$ cat config.mk
export PLATFORM = sky130hd
export DESIGN_NAME = bcd_to_binary_seq_flat
export DESIGN_NICKNAME = d
export VERILOG_FILES = /design/src/rtl/bcd_pkg.sv /design/src/rtl/bcd_to_binary_seq_if.sv /design/src/rtl/bcd_nibble_adj.sv /design/src/rtl/bcd_to_binary_seq.sv /design/src/flat_wrapper.sv
export SDC_FILE = /design/constraint.sdc
export NUM_CORES = 1
export LEC_CHECK = 0
export CORE_UTILIZATION = 40
export DETAILED_ROUTE_END_ITERATION = 12
export GPL_TIMING_DRIVEN = 0
export HOLD_SLACK_MARGIN = 0.06
export PLACE_DENSITY = 0.6
export SLEW_MARGIN = 20
export SYNTH_ARGS = -nofsm -noshare
export SYNTH_HDL_FRONTEND = slang
export SYNTH_SLANG_ARGS = --single-unit
$ cat constraint.sdc
create_clock -name CLOCK_50 -period 2 [get_ports CLOCK_50]
set_clock_uncertainty 0.05 [all_clocks]
set_input_delay 0.4 -clock CLOCK_50 [delete_from_list [all_inputs] [get_ports CLOCK_50]]
set_output_delay 0.4 -clock CLOCK_50 [all_outputs]
set_load 0.1 [all_outputs]
$ cat src/rtl/bcd_pkg.sv
// rtl/bcd_pkg.sv - shared constants and state encoding for the BCD/binary conversion blocks
//
// Contents:
//   DEFAULT_DIGITS / DEFAULT_WIDTH : operand size shared with the binary-to-BCD display path
//   BCD_MAX_DIGIT                  : largest legal BCD nibble value
//   state_t                        : converter FSM state encoding
package bcd_pkg;

    localparam int DEFAULT_DIGITS = 9;
    localparam int DEFAULT_WIDTH  = 30;

    localparam logic [3:0] BCD_MAX_DIGIT = 4'd9;

    typedef enum logic [1:0] {
        S_IDLE   = 2'b00,
        S_SHIFT  = 2'b01,
        S_FINISH = 2'b10
    } state_t;

endpackage

$ cat src/rtl/bcd_to_binary_seq_if.sv
// rtl/bcd_to_binary_seq_if.sv - request/result bundle for the sequential BCD-to-binary converter
//
// Signals:
//   start   : conversion request (requester -> converter)
//   bcd_in  : packed BCD operand, digit 0 at [3:0] (requester -> converter)
//   busy    : conversion in progress (converter -> requester)
//   done    : one-cycle completion pulse (converter -> requester)
//   err     : operand held a nibble > 9, valid from done (converter -> requester)
//   bin_out : binary result, held until the next good conversion (converter -> requester)
interface bcd_to_binary_seq_if
    import bcd_pkg::*;
#(
    parameter int DIGITS = DEFAULT_DIGITS,
    parameter int WIDTH  = DEFAULT_WIDTH
);

    logic                  start;
    logic [4*DIGITS-1:0]   bcd_in;
    logic                  busy;
    logic                  done;
    logic                  err;
    logic [WIDTH-1:0]      bin_out;

    modport master (
        output start,
        output bcd_in,
        input  busy,
        input  done,
        input  err,
        input  bin_out
    );

    modport slave (
        input  start,
        input  bcd_in,
        output busy,
        output done,
        output err,
        output bin_out
    );

endinterface

$ cat src/rtl/bcd_nibble_adj.sv
// rtl/bcd_nibble_adj.sv - reverse double-dabble correction for one BCD nibble
//
// Ports:
//   nib_i : nibble after the right shift
//   nib_o : nib_i - 3 when nib_i >= 8, otherwise nib_i
module bcd_nibble_adj (
    input  logic [3:0] nib_i,
    output logic [3:0] nib_o
);

    // A nibble >= 8 after a right shift means a 10 moved down as 8 instead of 5.
    assign nib_o = (nib_i >= 4'd8) ? (nib_i - 4'd3) : nib_i;

endmodule

$ cat src/rtl/bcd_to_binary_seq.sv
// rtl/bcd_to_binary_seq.sv - iterative reverse double-dabble BCD-to-binary converter
//
// Ports:
//   CLOCK_50 : system clock, rising edge
//   reset_n  : asynchronous active-low reset
//   bus      : slave side of bcd_to_binary_seq_if (start/bcd_in in, busy/done/err/bin_out out)
//
// A good operand takes WIDTH shift cycles plus one FINISH cycle; an operand with a
// nibble > 9 skips straight to FINISH and leaves bin_out untouched.
module bcd_to_binary_seq
    import bcd_pkg::*;
#(
    parameter int DIGITS = DEFAULT_DIGITS,
    parameter int WIDTH  = DEFAULT_WIDTH
) (
    input  logic                 CLOCK_50,
    input  logic                 reset_n,
    bcd_to_binary_seq_if.slave   bus
);

    localparam int BW = 4 * DIGITS;
    localparam int CW = $clog2(WIDTH + 1);

    state_t            state_q, state_d;
    logic [BW-1:0]     bcd_q, bcd_d;
    logic [WIDTH-1:0]  bin_q, bin_d;
    logic [CW-1:0]     cnt_q, cnt_d;
    logic              busy_q, busy_d;
    logic              done_q, done_d;
    logic              err_q, err_d;
    logic [WIDTH-1:0]  bin_out_q, bin_out_d;

    logic [DIGITS-1:0]   dig_bad;
    logic [BW+WIDTH-1:0] shifted;
    logic [BW-1:0]       bcd_adj;

    // The BCD LSB falls into the binary MSB on every shift.
    assign shifted = {bcd_q, bin_q} >> 1;

    for (genvar g = 0; g < DIGITS; g++) begin : g_digit
        assign dig_bad[g] = (bus.bcd_in[4*g +: 4] > BCD_MAX_DIGIT);

        bcd_nibble_adj u_adj (
            .nib_i (shifted[WIDTH + 4*g +: 4]),
            .nib_o (bcd_adj[4*g +: 4])
        );
    end

    always_ff @(posedge CLOCK_50 or negedge reset_n) begin
        if (!reset_n) begin
            state_q   <= S_IDLE;
            bcd_q     <= '0;
            bin_q     <= '0;
            cnt_q     <= '0;
            busy_q    <= 1'b0;
            done_q    <= 1'b0;
            err_q     <= 1'b0;
            bin_out_q <= '0;
        end else begin
            state_q   <= state_d;
            bcd_q     <= bcd_d;
            bin_q     <= bin_d;
            cnt_q     <= cnt_d;
            busy_q    <= busy_d;
            done_q    <= done_d;
            err_q     <= err_d;
            bin_out_q <= bin_out_d;
        end
    end

    always_comb begin
        state_d   = state_q;
        bcd_d     = bcd_q;
        bin_d     = bin_q;
        cnt_d     = cnt_q;
        busy_d    = busy_q;
        done_d    = 1'b0;
        err_d     = err_q;
        bin_out_d = bin_out_q;

        case (state_q)
            S_IDLE: begin
                if (bus.start) begin
                    busy_d = 1'b1;
                    if (|dig_bad) begin
                        err_d   = 1'b1;
                        state_d = S_FINISH;
                    end else begin
                        bcd_d   = bus.bcd_in;
                        bin_d   = '0;
                        cnt_d   = CW'(WIDTH);
                        err_d   = 1'b0;
                        state_d = S_SHIFT;
                    end
                end
            end
            S_SHIFT: begin
                bcd_d = bcd_adj;
                bin_d = shifted[WIDTH-1:0];
                cnt_d = cnt_q - CW'(1);
                if (cnt_q == CW'(1)) begin
                    state_d = S_FINISH;
                end
            end
            S_FINISH: begin
                if (!err_q) begin
                    bin_out_d = bin_q;
                end
                done_d  = 1'b1;
                busy_d  = 1'b0;
                state_d = S_IDLE;
            end
            default: begin
                state_d = S_IDLE;
            end
        endcase
    end

    assign bus.busy    = busy_q;
    assign bus.done    = done_q;
    assign bus.err     = err_q;
    assign bus.bin_out = bin_out_q;

endmodule

$ cat src/flat_wrapper.sv
// flat-port wrapper written by rule: the top's interface ports become plain ports
module bcd_to_binary_seq_flat import bcd_pkg::*;
#(
    parameter int DIGITS = DEFAULT_DIGITS,
    parameter int WIDTH  = DEFAULT_WIDTH
)
  (CLOCK_50, reset_n, bus_start, bus_bcd_in, bus_busy, bus_done, bus_err, bus_bin_out);
  bcd_to_binary_seq_if #(.DIGITS(DIGITS), .WIDTH(WIDTH)) bus_i ();
  input  logic CLOCK_50;
  input  logic reset_n;
  input wire logic [$bits(bus_i.start)-1:0] bus_start;
  input wire logic [$bits(bus_i.bcd_in)-1:0] bus_bcd_in;
  output wire logic [$bits(bus_i.busy)-1:0] bus_busy;
  output wire logic [$bits(bus_i.done)-1:0] bus_done;
  output wire logic [$bits(bus_i.err)-1:0] bus_err;
  output wire logic [$bits(bus_i.bin_out)-1:0] bus_bin_out;
  assign bus_i.start = bus_start;
  assign bus_i.bcd_in = bus_bcd_in;
  assign bus_busy = bus_i.busy;
  assign bus_done = bus_i.done;
  assign bus_err = bus_i.err;
  assign bus_bin_out = bus_i.bin_out;
  bcd_to_binary_seq #(.DIGITS(DIGITS), .WIDTH(WIDTH)) u_core (.CLOCK_50(CLOCK_50), .reset_n(reset_n), .bus(bus_i));
endmodule
==> results.sh, run 1 <==
export IMPL_antenna_left=0
export IMPL_critical_path_cell_chain="clkdlybuf4s15_2 -> o21ai_2 -> nand4_4 -> or4_4 -> buf_12 -> or3_1 -> o221a_2"
export IMPL_dp_hpwl_um=9050
export IMPL_power_leakage_nw=2.88
export IMPL_grt_ovfl_total=0
export IMPL_cts_tree="yes"
export IMPL_required_ps=2200
export IMPL_routed_wl_um=13200
export IMPL_syn_area_per_cell_sq_um=10.1
export IMPL_drt_initial_drc_count=266
export IMPL_yosys_warnings=0
export IMPL_die_w_um=115
export IMPL_rows=40
export IMPL_drv_slew=0
export IMPL_hold_class="input pin to flop"
export IMPL_cts_inserted_buffers=9
export IMPL_finish_utilization=0.528
export IMPL_final_setup_tns_ps=0
export IMPL_viasPerCell=5.22
export IMPL_grt_max_degree=70
export IMPL_synth_seq_area_share=0.521
export IMPL_boundaryPins=72
export IMPL_setup_viol=0
export IMPL_antenna_found_initial=0
export IMPL_synth_area_sq_um=5090
export IMPL_start_util=0.417
export IMPL_worstMarginPinSlew_ps=948
export IMPL_period_minus_slack_ps=1970
export IMPL_gp_congestion=0.783
export IMPL_critPathSlowestCell="or4_4"
export IMPL_path_class="input pin to flop"
export IMPL_syn_inst=504
export IMPL_startpoint_type="input pin"
export IMPL_nNetsFinal=658
export IMPL_cap_violations=0
export IMPL_rsz0062_at_grt="true"
export IMPL_die_h_um=115
export IMPL_firstDrtPassIters=5
export IMPL_design_area_sq_um=6450
export IMPL_diodes=0
export IMPL_status="finished, final reports clean"
export IMPL_io_buffer_count=71
export IMPL_power_density_nw_per_um2=1180
export IMPL_finalHoldViolCount=0
export IMPL_vias=4040
export IMPL_cts_reportedPaths_clkPinSlew_ps=80
export IMPL_htreeDepth=3
export IMPL_grt_pass1_vias=4064
export IMPL_hold_ws_ps=341
export IMPL_crit_fanout=4
export IMPL_final_layout_size_suffix_gt1_frac=0.219
export IMPL_finalCritPeriodShare=0.987
export IMPL_synth_edf_count=0
export IMPL_synth_async_reset_ratio=1.00
export IMPL_ys_ff_latch=106
export IMPL_final_common_cell="dfrtp_1"
export IMPL_max_slew_margin_rel=0.371
export IMPL_core_area_sq_um=12200
export IMPL_ir_worst_vdd_mv=0.493
export IMPL_slowest_delay_ps=520
export IMPL_die_area_sq_um=13200
export IMPL_clock_latency_ps=350
export IMPL_final_cell_mix="dfrtp_1, nand2_1, clkbuf_2, o21ai_0, mux2_2"
export IMPL_drc=0
export IMPL_wl_per_cell_um=17.0
export IMPL_clockBufferDepth=2
export IMPL_end_kind="flop"
export IMPL_instances_no_fill=774
export IMPL_placed_cell_area_sq_um=6040
export IMPL_grt_pass1_wl_um=21900
export IMPL_ys_flop_type="dfrtp_1"
export IMPL_area_growth_pct=26.8
export IMPL_worstPathArrival_ps=2170
export IMPL_place_inst=744
export IMPL_grt_usage=0.220
export IMPL_clock_sinks=106
export IMPL_root_buffer="clkbuf_16"
export IMPL_synth_cell_types=39
export IMPL_syn_num_nets=561
export IMPL_fmax_mhz=507
==> cell families (layout without fill, tap and decap cells) <==
family                   Yosys count  in the layout  synth area share
AO/OA/AOI/OAI                    115            115             0.136
XOR/XNOR                          16             16            0.0275
adder cells (fa/ha/maj)           18             18            0.0442
buffers and inverters             50            152            0.0406
flip-flops                       106            106             0.521
multiplexers                      49             49             0.104
AND/OR/NAND/NOR                  150            150             0.126
==> final timing paths <==
path / start / depth (start not counted) / slack [ps] / endpoint
min reg2reg: u_core.bus.bin_out[0] / 1 / 460 / u_core.bus.bin_out[0]
max in group asynchronous: reset_n / 3 / 750 / u_core.state_q[1]
min in group asynchronous: reset_n / 2 / 470 / u_core.bus.bin_out[26]
min: bus_bcd_in[6] / 3 / 340 / u_core.bcd_q[6]
max reg2reg: u_core.state_q[1] / 6 / 30 / u_core.bcd_q[31]
max: bus_bcd_in[21] / 7 / 30 / u_core.bcd_q[31]
==> layout make-up <==
cell class	count	area (sq um)
Multi-Input combinational cell	348	2300
Tap cell	168	210
Clock buffer	9	225
Buffer	28	183
Sequential cell	106	2650
Inverter	19	71.3
Clock inverter	7	50.0
Timing Repair Buffer	89	758
Fill cell	1186	5760
==> cells in the mapped netlist, drive strengths merged, types with 2 or more instances <==
cell     count  area share
a21oi       22       0.022
nand2      101       0.074
buf         10       0.011
nand3        3      0.0029
a31oi       17       0.021
and3         2      0.0025
nor2        25       0.018
a22oi        9       0.013
o21ai       45       0.045
nor3         2      0.0020
nor2b        8      0.0098
o221ai       4      0.0069
xnor2       12       0.021
mux2i       19       0.037
a2bb2oi      3      0.0052
a221o        3      0.0059
o22ai        7      0.0086
ha          18       0.044
xor2         4      0.0069
clkbuf      21       0.015
dfrtp      106        0.52
mux2        30       0.066
inv         19       0.014
nand2b       3      0.0037
==> registers in the layout, indices dropped and copies added, names as in the netlist <==
signal,flops
u_core.bin_q,30
u_core.bus.bin_out,30
u_core.cnt_q,5
u_core.bus.err,1
u_core.bcd_q,36
u_core.state_q,2
u_core.bus.busy,1
u_core.bus.done,1
==> metrics by stage <==
step | setup WS (ps) | power [mW]
2_1_floorplan | 15.4 | 5.22
3_3_place_gp | -3650 | 5.87
3_5_place_dp | -1130 | 6.00
4_1_cts | 0.384 | 7.64
5_1_grt | -11.2 | 8.06
6_report | 26.7 | 7.58
==> report_power, final <==
part	switching, mW	internal [mW]
Combinational	1.57	0.848
Clock	0.828	0.854
Sequential	0.667	2.82
Total	3.06	4.52
==> routing by layer <==
metal	up-vias	GRT usage	share of wire
met4	0	0.0684	0.013
li1	1915	-	-
met2	101	0.374	0.51
met5	-	0	0
met3	12	0.0385	0.041
met1	2012	0.288	0.44
==> worst max-delay path: cells and delay by family <==
family,cells,cell delay (ps)
and+or+nand+nor,3,1040
buffers and inverters,2,370
AOI/OAI and AO/OA,2,350
==> repair_timing <==
item / in CTS / in global routing
hold endpoints to repair: 37 / 0
hold buffers: 1 / 0
pin swaps: 14 / 5
endpoints found under the setup margin: 124 / 80
gates cloned: 1 / 0
setup buffers: 13 / 2
gates resized for setup: 140 / 50
(Power assumes the default switching activity.)
==> inputs of run 2 (changes only) <==
- REMOVE_ABC_BUFFERS: not set -> 1
==> run 2 against run 1 <==
- first-iteration DRC count is 12% higher
- global-route usage down 2.3 points
- critical endpoint is now u_core.bcd_q[9]
- final area is 1.8% higher
- sequential power hardly changed
- count of clock-buffer cells in the layout up 1
- highest routed layer unchanged
- utilization is 0.94 points higher
- routed wire length down 7.3%
==> results.sh, run 2 (synthesis results as in run 1) <==
export IMPL_status="finished, final reports clean"
export IMPL_clock_sinks=106
export IMPL_final_cell_mix="dfrtp_1, nand2_1, o21ai_0, mux2_2, buf_4"
export IMPL_finalHoldViolCount=0
export IMPL_top_register="u_core.bcd_q"
export IMPL_worstMarginPinSlew_ps=950
export IMPL_worstPathArrival_ps=2150
export IMPL_die_h_um=115
export IMPL_required_ps=2160
export IMPL_gp_congestion=0.786
export IMPL_cap_violations=0
export IMPL_grt_max_degree=66
export IMPL_rsz0062_at_grt="true"
export IMPL_period_minus_slack_ps=1990
export IMPL_grt_pass1_wl_um=20100
export IMPL_rows=40
export IMPL_multi_input_area_sq_um=2340
export IMPL_reg2reg_from="u_core.state_q[1]"
export IMPL_seq_area_sq_um=2660
export IMPL_die_w_um=115
export IMPL_path_class="flop to flop"
export IMPL_setup_viol=0
export IMPL_path_buf_inv=3
export IMPL_core_area_sq_um=12200
export IMPL_power_leakage_nw=2.90
export IMPL_critical_path_cell_chain="clkinvlp_4 -> nand2_4 -> or4_4 -> buf_12 -> buf_8 -> mux2i_1 -> o221ai_1"
export IMPL_p_total_mw=7.56
export IMPL_crit_fanout=7
export IMPL_routed_wl_um=12200
export IMPL_hold_class="input pin to flop"
export IMPL_largest_reg_flops=36
export IMPL_ir_worst_vdd_mv=0.485
export IMPL_clock_latency_ps=350
export IMPL_clockBufferDepth=2
export IMPL_dp_slack_ps=-1280
export IMPL_finalCritPeriodShare=0.996
export IMPL_hp_start="bus_bcd_in[19]"
export IMPL_grt_usage=0.197
export IMPL_critPathSlowestCell="or4_4"
export IMPL_final_layout_size_suffix_gt1_frac=0.230
export IMPL_cts_inserted_buffers=9
export IMPL_final_common_cell="dfrtp_1"
export IMPL_antenna_left=0
export IMPL_power_density_nw_per_um2=1150
export IMPL_viasPerCell=5.22
export IMPL_root_buffer="clkbuf_16"
export IMPL_area_growth_pct=29.1
export IMPL_diodes=0
export IMPL_drv_slew=0
export IMPL_die_area_sq_um=13200
export IMPL_dp_hpwl_um=7570
export IMPL_hold_path_depth=3
export IMPL_grt_pass1_vias=3978
export IMPL_fmax_mhz=502
export IMPL_firstDrtPassIters=4
export IMPL_grt_ovfl_total=0
export IMPL_io_buffer_count=71
export IMPL_startpoint_type="flop"
export IMPL_final_setup_worst_slack_ps=8.15
export IMPL_vias=4011
export IMPL_drt_initial_drc_count=298
export IMPL_cts_tree="yes"
export IMPL_nNetsFinal=653
export IMPL_reg2reg_to="u_core.bcd_q[9]"
export IMPL_hold_end="u_core.bcd_q[19]"
export IMPL_drc=0
export IMPL_start_util=0.417
export IMPL_wl_per_cell_um=15.9
export IMPL_slowest_delay_ps=540
export IMPL_startpoint="u_core.state_q[1]"
export IMPL_crit_family="simple AND/OR/NAND/NOR gates"
export IMPL_antenna_found_initial=0
export IMPL_fillCellCount=1177
export IMPL_max_slew_margin_rel=0.369
export IMPL_reg2reg_depth=7
export IMPL_boundaryPins=72
export IMPL_htreeDepth=3
export IMPL_end_kind="flop"
export IMPL_reg2reg_setup_slack_ps=8
export IMPL_cts_reportedPaths_clkPinSlew_ps=70
[run 2: cell types whose count changed in the layout (fill, tap and decap cells not counted), sizes merged]
cell | before | now
buf | 26 | 40
clkbuf | 54 | 31
clkdlybuf4s15 | 15 | 13
clkdlybuf4s50 | 9 | 13
clkinv | 4 | 2
clkinvlp | 0 | 2
dlymetal6s2s | 0 | 2
inv | 22 | 21
nor2b | 8 | 9
[run 2: report_power, final]
group / switching [mW] / internal [mW] / total, mW
logic: 1.54 / 0.857 / 2.40
clock network: 0.832 / 0.864 / 1.70
registers: 0.648 / 2.82 / 3.47
[run 2: worst max path at each step]
stage,to,slack (ps),cells after the start
global route,u_core.bcd_q[9],-60,7
detailed placement,u_core.bcd_q[31],-1280,6
global placement,u_core.bcd_q[2],-3690,1
CTS,u_core.bcd_q[25],-10,7
finish,u_core.bcd_q[9],8,7
floorplan,u_core.bus.bin_out[0],-1570,2
[run 2: layout make-up]
| cell class | count | area share |
|---|---|---|
| clock buffers | 10 | 0.0349 |
| repair buffers | 111 | 0.153 |
| multi-input cells | 349 | 0.356 |
| flip-flops and latches | 106 | 0.405 |
| clock inverters | 6 | 0.00762 |
| inverters | 19 | 0.0114 |
| well taps | 168 | 0.0320 |
[run 2: repair_timing]
item | in CTS | in global routing
pin swaps | 17 | 5
endpoints found under the hold margin | 49 | 0
cloned | 2 | 0
hold buffers | 1 | 0
resized for setup | 126 | 30
endpoints found under the setup margin | 135 | 62
buffers inserted | 24 | 3
[run 2: metrics by stage]
stage          TNS, ps   util  instance area, sq um  hold WS (ps)  instances
2_1_floorplan  -103220      -                  4950          54.4        473
3_3_place_gp   -642060  0.481                  5880           410        712
3_5_place_dp    -71630  0.495                  6040           339        723
4_1_cts          -39.8  0.542                  6620           411        766
5_1_grt           -679  0.538                  6570           411        769
6_report             0  0.538                  6570           394        769
[run 2: worst reg2reg max path, stage by stage, from the launching register on]
cell and delay, ps:
dfrtp_4 510, clkinvlp_4 110, nand2_4 50, or4_4 540, buf_12 160, buf_8 130
mux2i_1 170, o221ai_1 130
[run 2: metal layers]
layer | part of all wire | track usage | up-vias
met2 | 0.49 | 0.327 | 104
met5 | 0 | 0 | -
met3 | 0.045 | 0.0348 | 9
li1 | - | - | 1916
met4 | 0.0093 | 0.0563 | 0
met1 | 0.45 | 0.267 | 1982
==> edit (flow settings as in run 2) <==
The package constant `DEFAULT_DIGITS` goes from 9 to 11.
--- a/src/rtl/bcd_pkg.sv
+++ b/src/rtl/bcd_pkg.sv
@@ -8,3 +8,3 @@
 
-    localparam int DEFAULT_DIGITS = 9;
+    localparam int DEFAULT_DIGITS = 11;
     localparam int DEFAULT_WIDTH  = 30;
Interface: changed (resized bus_bcd_in); port bits go from 72 to 80. No check against the original RTL was run, so the function may have changed too.
==> edit against run 2 <==
The run now ends with negative setup slack left. Cell count up 26%. Area after synthesis up 27%. Count of clock-buffer cells in the layout up 13. Non-clock buffer count up 21. Worst setup slack worse by 0.039 ns. Routed wire length up 48%. Final area up 35%. Sequential cell count up 8. Hold slack worse by 0.072 ns. Clock power up 90%. Critical path depth down 1. Total power up 14%. Sequential share of layout area down 8.3 points. Core utilization up 2.3 points. Critical path type is now in2reg.
==> edit: results (changes against run 2) <==
| Metric | Value |
|---|---|
| Post-CTS Setup Bufs | 15 (-38%) |
| R2R Path Start | u_core.state_q[0]$_DFFE_PN0P_ |
| CP Data Arrival Time | 2.26 ns (+0.11 ns) |
| Met1 usage | 0.271 (+0.00392) |
| Number of global-route vias before repair | 5271 (+33%) |
| Mux share of post-synthesis cell area | 0.0617 (-0.0420) |
| Routability Congestion | 0.760 (-3.4%) |
| CP max-delay cell | clkdlybuf4s50_1 |
| Worst Setup SP | bus_bcd_in[42] |
| Metal-1 WL | 7870 um (+43%) |
| Largest register FFs | 44 (+22%) |
| Met2 WL post-DR | 8690 um (+44%) |
| Worst r2r path cells | 5 (-2) |
| Post-Synth XOR/XNOR Area | 0.0272 (-0.000363) |
| TritonRoute pass-1 iters | 5 (+1) |
| Finish-stage setup viols | 3 (+3) |
| Failing checks | negative setup slack |
| Status | complete, but fails checks |
| GRT Util Overall | 0.213 (+0.0158) |
| TNS Setup | -0.0487 ns (-0.0487 ns) |
| Share of cells above drive strength 1 | 0.286 (+0.0567) |
| Top area cells in the synthesized netlist | dfrtp_1 (44%), mux2_2 (5.2%), o21ai_2 (4.9%) |
| PnR worst setup slack | -0.0304 ns (-0.0386 ns) |
| Worst relative slew slack | 0.633 (+0.264) |
| Skew-Pair Late Insertion Delay | 0.42 ns (+0.07 ns) |
| Critical Path End | u_core.bcd_q[41]$_DFFE_PN0P_ |
| DRT iter0 DRCs | 359 (+20%) |
| Synth cell types | 46 (+18%) |
| Worst reg-to-reg setup slack | 0.05 ns (+0.04 ns) |
## edit: area by class of cell
cell class | instances | share of cell area
flip-flops and latches | 114 | 0.322
repair buffers | 132 | 0.159
multi-input cells | 434 | 0.401
inverters | 39 | 0.0165
well taps | 216 | 0.0304
clock buffers | 23 | 0.0538
clock inverters | 9 | 0.0172
## edit: through the flow
| step | instances | hold WS [ns] | cell area (sq um) | util | power, mW |
|---|---|---|---|---|---|
| final | 967 | 0.323 | 8880 | 0.561 | 8.63 |
| after detailed placement | 878 | 0.289 | 7460 | 0.471 | 5.26 |
| after global routing | 967 | 0.343 | 8880 | 0.561 | 8.99 |
| after floorplan | 575 | 0.0544 | 6220 | - | 4.61 |
| after global placement | 870 | 0.419 | 7280 | 0.460 | 5.19 |
| after CTS | 931 | 0.409 | 8470 | 0.535 | 8.56 |
## edit: power by group
part,internal [mW],total (mW),switching [mW],leakage [nW]
clock,2.18,3.23,1.06,0.299
combinational,0.861,2.48,1.62,2.21
sequential,2.61,2.91,0.300,1.18
total,5.65,8.63,2.98,3.70
## edit: how the worst min path moves through the flow
stage	cells past startpoint	end	slack, ns	from
finish	3	u_core.bcd_q[38]$_DFFE_PN0P_	0.32	bus_bcd_in[38]
global route	3	u_core.bcd_q[38]$_DFFE_PN0P_	0.34	bus_bcd_in[38]
CTS	2	u_core.bus.bin_out[3]$_DFFE_PN0P_	0.41	reset_n
detailed placement	1	u_core.bus.bin_out[3]$_DFFE_PN0P_	0.29	reset_n
global placement	2	u_core.bcd_q[41]$_DFFE_PN0P_	0.42	u_core.bcd_q[42]$_DFFE_PN0P_
floorplan	0	u_core.bcd_q[0]$_DFFE_PN0P_	0.05	reset_n
